[config.mk]
export PLATFORM = sky130hd
export DESIGN_NAME = phase_sequencer
export DESIGN_NICKNAME = d
export VERILOG_FILES = /design/src/rtl/phase_sequencer.sv
export SDC_FILE = /design/constraint.sdc
export NUM_CORES = 1
export LEC_CHECK = 0
export BUFFER_PORTS_ARGS = -buffer_cell sky130_fd_sc_hd__buf_2
export CORE_AREA = 5 5 42 44
export CTS_CLUSTER_DIAMETER = 100
export CTS_CLUSTER_SIZE = 14
export DETAILED_ROUTE_END_ITERATION = 7
export DIE_AREA = 0 0 47 49
export PLACE_DENSITY = 0.72
export SLEW_MARGIN = 20
export SYNTH_ARGS = -nofsm -noshare
export SYNTH_HDL_FRONTEND = slang
export SYNTH_SLANG_ARGS = --single-unit
[constraint.sdc]
create_clock -name clk -period 3.65 [get_ports clk]
set_input_delay 0.1825 -clock clk [delete_from_list [all_inputs] [get_ports clk]]
set_output_delay 0.1825 -clock clk [all_outputs]
set_load 0.01 [all_outputs]
[src/rtl/phase_sequencer.sv]
// ============================================================================
// phase_sequencer
// ----------------------------------------------------------------------------
// Programmable phase sequencer. Steps a WIDTH-bit phase index from 0 up to a
// terminal value captured at start, either once (single-shot) or repeatedly
// (continuous). Feeds the 3:8 decoder stage: `phase` is the decoder select and
// `phase_valid` is the decoder enable.
//
// Build option:
//   PHASE_SEQ_ONEHOT_EN  defined   -> phase_oh is a registered one-hot of phase
//                        undefined -> phase_oh is tied to zero
//
// Parameters:
//   WIDTH        phase index width; one-hot width is 2**WIDTH
//
// Ports:
//   clk          in   rising-edge clock
//   clear        in   asynchronous active-low reset
//   start        in   begin a run (sampled in IDLE only)
//   stop         in   abort a run (sampled in RUN only)
//   mode         in   0 = single-shot, 1 = continuous (captured at start)
//   last         in   terminal phase index (captured at start)
//   phase        out  current phase index
//   phase_valid  out  phase is live (RUN)
//   busy         out  RUN or DONE
//   done         out  one-cycle pulse at end of run
//   wrap         out  one-cycle pulse on phase 0 after a continuous wrap
//   phase_oh     out  registered one-hot of phase, zero when not valid
// ============================================================================
module phase_sequencer #(
    parameter int WIDTH = 3
) (
    input  logic                  clk,
    input  logic                  clear,
    input  logic                  start,
    input  logic                  stop,
    input  logic                  mode,
    input  logic [WIDTH-1:0]      last,
    output logic [WIDTH-1:0]      phase,
    output logic                  phase_valid,
    output logic                  busy,
    output logic                  done,
    output logic                  wrap,
    output logic [2**WIDTH-1:0]   phase_oh
);

    localparam int OH_W = 2 ** WIDTH;

    typedef enum logic [1:0] {
        S_IDLE = 2'd0,
        S_RUN  = 2'd1,
        S_DONE = 2'd2
    } state_e;

    state_e           state_q, state_d;
    logic [WIDTH-1:0] phase_q, phase_d;
    logic [WIDTH-1:0] last_q,  last_d;
    logic             mode_q,  mode_d;
    logic             wrap_q,  wrap_d;

    // ------------------------------------------------------------------------
    // Next-state logic
    // ------------------------------------------------------------------------
    always_comb begin
        // NOTE: every signal gets a default before the case so no path leaves
        // it unassigned; otherwise synthesis infers a latch.
        state_d = state_q;
        phase_d = phase_q;
        last_d  = last_q;
        mode_d  = mode_q;
        wrap_d  = 1'b0;

        unique case (state_q)
            S_IDLE: begin
                // start wins over a simultaneous stop; stop is not looked at here
                if (start) begin
                    state_d = S_RUN;
                    phase_d = '0;
                    last_d  = last;
                    mode_d  = mode;
                end
            end

            S_RUN: begin
                if (stop) begin
                    // abort: phase holds so the aborted position stays visible
                    state_d = S_DONE;
                end else if (phase_q == last_q) begin
                    if (!mode_q) begin
                        state_d = S_DONE;
                    end else begin
                        phase_d = '0;
                        wrap_d  = 1'b1;
                    end
                end else begin
                    phase_d = phase_q + WIDTH'(1);
                end
            end

            S_DONE: begin
                // start here is ignored; it must be presented again in IDLE
                state_d = S_IDLE;
                phase_d = '0;
            end

            default: begin
                state_d = S_IDLE;
                phase_d = '0;
            end
        endcase
    end

    // ------------------------------------------------------------------------
    // State registers
    // ------------------------------------------------------------------------
    always_ff @(posedge clk or negedge clear) begin
        if (!clear) begin
            state_q <= S_IDLE;
            phase_q <= '0;
            last_q  <= '0;
            mode_q  <= 1'b0;
            wrap_q  <= 1'b0;
        end else begin
            // NOTE: non-blocking assignments so every flop samples the values
            // from before this edge, independent of statement order.
            state_q <= state_d;
            phase_q <= phase_d;
            last_q  <= last_d;
            mode_q  <= mode_d;
            wrap_q  <= wrap_d;
        end
    end

    // Status outputs are pure decodes of the state flop, so no input reaches
    // an output without passing through a register.
    assign phase       = phase_q;
    assign phase_valid = (state_q == S_RUN);
    assign busy        = (state_q != S_IDLE);
    assign done        = (state_q == S_DONE);
    assign wrap        = wrap_q;

    // ------------------------------------------------------------------------
    // Optional one-hot copy, loaded from the same next-state values as phase
    // so the two always change on the same edge.
    // ------------------------------------------------------------------------
`ifdef PHASE_SEQ_ONEHOT_EN
    localparam logic [OH_W-1:0] OH_ONE = OH_W'(1);

    logic [OH_W-1:0] phase_oh_q, phase_oh_d;

    always_comb begin
        phase_oh_d = '0;
        if (state_d == S_RUN) begin
            phase_oh_d = OH_ONE << phase_d;
        end
    end

    always_ff @(posedge clk or negedge clear) begin
        if (!clear) begin
            phase_oh_q <= '0;
        end else begin
            phase_oh_q <= phase_oh_d;
        end
    end

    assign phase_oh = phase_oh_q;
`else
    assign phase_oh = {OH_W{1'b0}};
`endif

endmodule

==> flow_metrics.env <==
export IMPL_fin_crit_ns=1.430
export IMPL_synth_seq_area_share_pct=43.86
export IMPL_report_final_slew_viol_count=0
export IMPL_coreArea_mm2=0.001401
export IMPL_cts_root_to_sink_buffers=2
export IMPL_layout_cells_non_filler=89
export IMPL_clk_root_buffer_cell="clkbuf_4"
export IMPL_max_stage_delay_ns=0.46
export IMPL_critPathSlowestCell="or4_1"
export IMPL_first_pass_grt_wire_length_um=1890
export IMPL_timing_critical_path_buf_inv=0
export IMPL_synth_main_ff_cell="dfrtp_1"
export IMPL_total_leakage_power_uw=0.0003355
export IMPL_status="finished clean"
export IMPL_worst_setup_path_start_kind="flip-flop"
export IMPL_timing_clock_skew_ns=0.008905
export IMPL_cts_htree_levels=1
export IMPL_area_delta_synth_final_pct=15.57
export IMPL_dpl_cell_count=85
export IMPL_cts_buffers=3
export IMPL_crit_family="simple AND/OR/NAND/NOR gates"
export IMPL_via_count_of_the_first_global_routing_pass=427
export IMPL_critical_path_endpoint_type="flip-flop"
export IMPL_detail_route_wl_per_cell_um=11.72
export IMPL_placement_rows=14
export IMPL_die_width_um=47
export IMPL_max_clock_freq_mhz=699.4
export IMPL_hold_worst_slack_ns=0.1351
export IMPL_worst_skew_pair_late_latency_ns=0.26
export IMPL_synth_area_leaders="dfrtp_1 (44%), buf_4 (11%), mux2_1 (9.9%)"
export IMPL_io_pins=23
export IMPL_finalSetupViolations=0
export IMPL_dr_total_vias=418
export IMPL_post_route_cells_drive_above_1_share_pct=27.40
export IMPL_synthDistinctLibCells=27
export IMPL_n_antenna_cell=0
export IMPL_rsz0062_at_grt="false"
export IMPL_cts_sinks=10
export IMPL_cts_repair_timing_setup_buffer_count=0
export IMPL_starting_density_of_the_core_pct=40.71
export IMPL_final_min_period_over_clock_period_pct=39.17
export IMPL_vdd_drop_max_v=0.0004669
export IMPL_syn_avg_cell_area_um2=10.19
export IMPL_die_area_mm2=0.002303
export IMPL_drt_initial_drc_count=4
export IMPL_groute_usage_overall_pct=11.55
export IMPL_cap_viol_max_count=0
export IMPL_detail_route_antenna_nets=0
export IMPL_cp_data_required_time_ns=3.82
export IMPL_clock_tree_from_tritoncts="done"
export IMPL_detail_route_drc_violations=0
export IMPL_synth_top_area_share_pct=43.86
export IMPL_yosys_register_bits=10
export IMPL_ys_async_sr_fraction_pct=100.0
export IMPL_drt_wl_total_um=1043
export IMPL_final_hold_viol_count=0
export IMPL_place_hpwl_um=849.5
export IMPL_synth_area_um2=570.5
export IMPL_synth_enable_flop_cells=0
export IMPL_yosysWarnings=0
export IMPL_gr_total_overflow=0
export IMPL_grt_antenna_before_repair=0
export IMPL_cp_data_arrival_time_ns=1.60
export IMPL_totalNegativeSetupSlack_ns=0
export IMPL_number_of_cells_upsized_or_downsized_after_cts=0
export IMPL_most_frequently_used_cell_type_in_the_post_synthesis_netlist="dfrtp_1"
export IMPL_clkTransAtPathRegs_ns=0.06
export IMPL_number_of_buffers_added_on_ports=14
export IMPL_cellPowerDensity_mw_per_mm2=739.0
export IMPL_worstPathCellList="xnor2_1, and3_4, or4_1, o21ai_0"
export IMPL_count_of_mapped_cells_out_of_synthesis=56
export IMPL_grt_max_degree=11
export IMPL_drt_pre_antenna_iters=4
export IMPL_min_delay_path_class="primary input to flip-flop"
export IMPL_viasPerCell=4.697
export IMPL_cp_max_fo=5
export IMPL_die_h_um=49
export IMPL_total_number_of_nets_in_the_final_design=84
export IMPL_synth_top_cell_by_area="dfrtp_1"
export IMPL_gpl_final_weighted_congestion=0.7728
export IMPL_criticalPathCategory="flip-flop to flip-flop"
export IMPL_synth_top_cells_by_count="dfrtp_1 (10), buf_4 (8), mux2_1 (5)"
-- logic make-up (layout without fill, tap and decap cells) --
family                   Yosys count  after routing  share of synthesized area (%)
AND/OR/NAND/NOR                   17             17                          17.77
buffers and inverters             12             22                          13.16
flip-flops                        10             10                          43.86
AO/OA/AOI/OAI                      7              7                          7.894
multiplexers                       5              5                          9.868
XOR/XNOR                           3              3                          4.606
adder cells (fa/ha/maj)            1              1                          2.193
other                              1              8                         0.6573
-- report_power, final --
group	switching (uW)	internal (uW)	total, uW
clock	33.8	37.9	71.7
combinational	113	107	220
sequential	42.2	153	195
total	190	298	487
-- per-layer routing --
metal,vias to the layer above,wire [um],share of wire [%],global-route usage [%]
met5,-,0,0,0
met1,190,428,41,13.24
li1,210,-,-,-
met3,4,83,8.0,5.904
met2,14,516,49,17.87
met4,0,15,1.4,4.147
-- registers in the layout (all words and copies together), names as in the netlist --
signal   cells
phase        3
wrap         1
last_q       3
mode_q       1
state_q      2
-- cell type report --
type / instances / area, um^2
flip-flops and latches: 10 / 250.2
clock buffers: 3 / 22.52
fillers: 143 / 742.0
inverters: 4 / 15.01
well taps: 16 / 20.02
multi-input cells: 41 / 271.5
repair buffers: 15 / 80.08
-- worst reg2reg max path: cells and delay by family, from the launching register on --
family                    cells  cell delay, ns
AOI/OAI and AO/OA             1            0.10
DFF                           1            0.42
and+or+nand+nor               2            0.66
xor gates and xnor gates      1            0.16
-- metrics by stage --
| step | power, uW | utilization, % | setup slack, ns | area (um^2) |
|---|---|---|---|---|
| after floorplan | 356.3 | - | 2.287 | 596.8 |
| after global placement | 408.0 | 44.73 | 2.259 | 626.9 |
| after detailed placement | 416.3 | 44.73 | 2.264 | 626.9 |
| after CTS | 490.6 | 47.05 | 2.221 | 659.4 |
| after global routing | 536.1 | 47.05 | 2.125 | 659.4 |
| final | 487.3 | 47.05 | 2.220 | 659.4 |
-- what timing repair did --
item                                    CTS  global route
hold endpoints to repair                 10             0
endpoints found under the setup margin    0             0
hold buffers                              1             0
-- cell usage in the layout (no fill, tap or decap), drive strengths merged, types with 3 or more instances in the layout --
cell,count
xnor2,3
dfrtp,10
clkbuf,3
inv,4
buf,14
nor2,3
conb,8
mux2,5
nor2b,3
-- worst paths after layout --
check	slack, ns	cells after the start	end	start
worst min-delay path	0.14	2	last_q[2]	last[2]
min in group asynchronous	0.30	2	state_q[1]	clear
worst max register to register	2.22	4	phase[0]	phase[2]
worst min register to register	0.51	1	last_q[1]	last_q[1]
max in group asynchronous	3.16	2	phase[1]	clear
worst max-delay path	2.22	4	phase[0]	phase[2]
No activity file was read; power rests on OpenSTA's default activity.
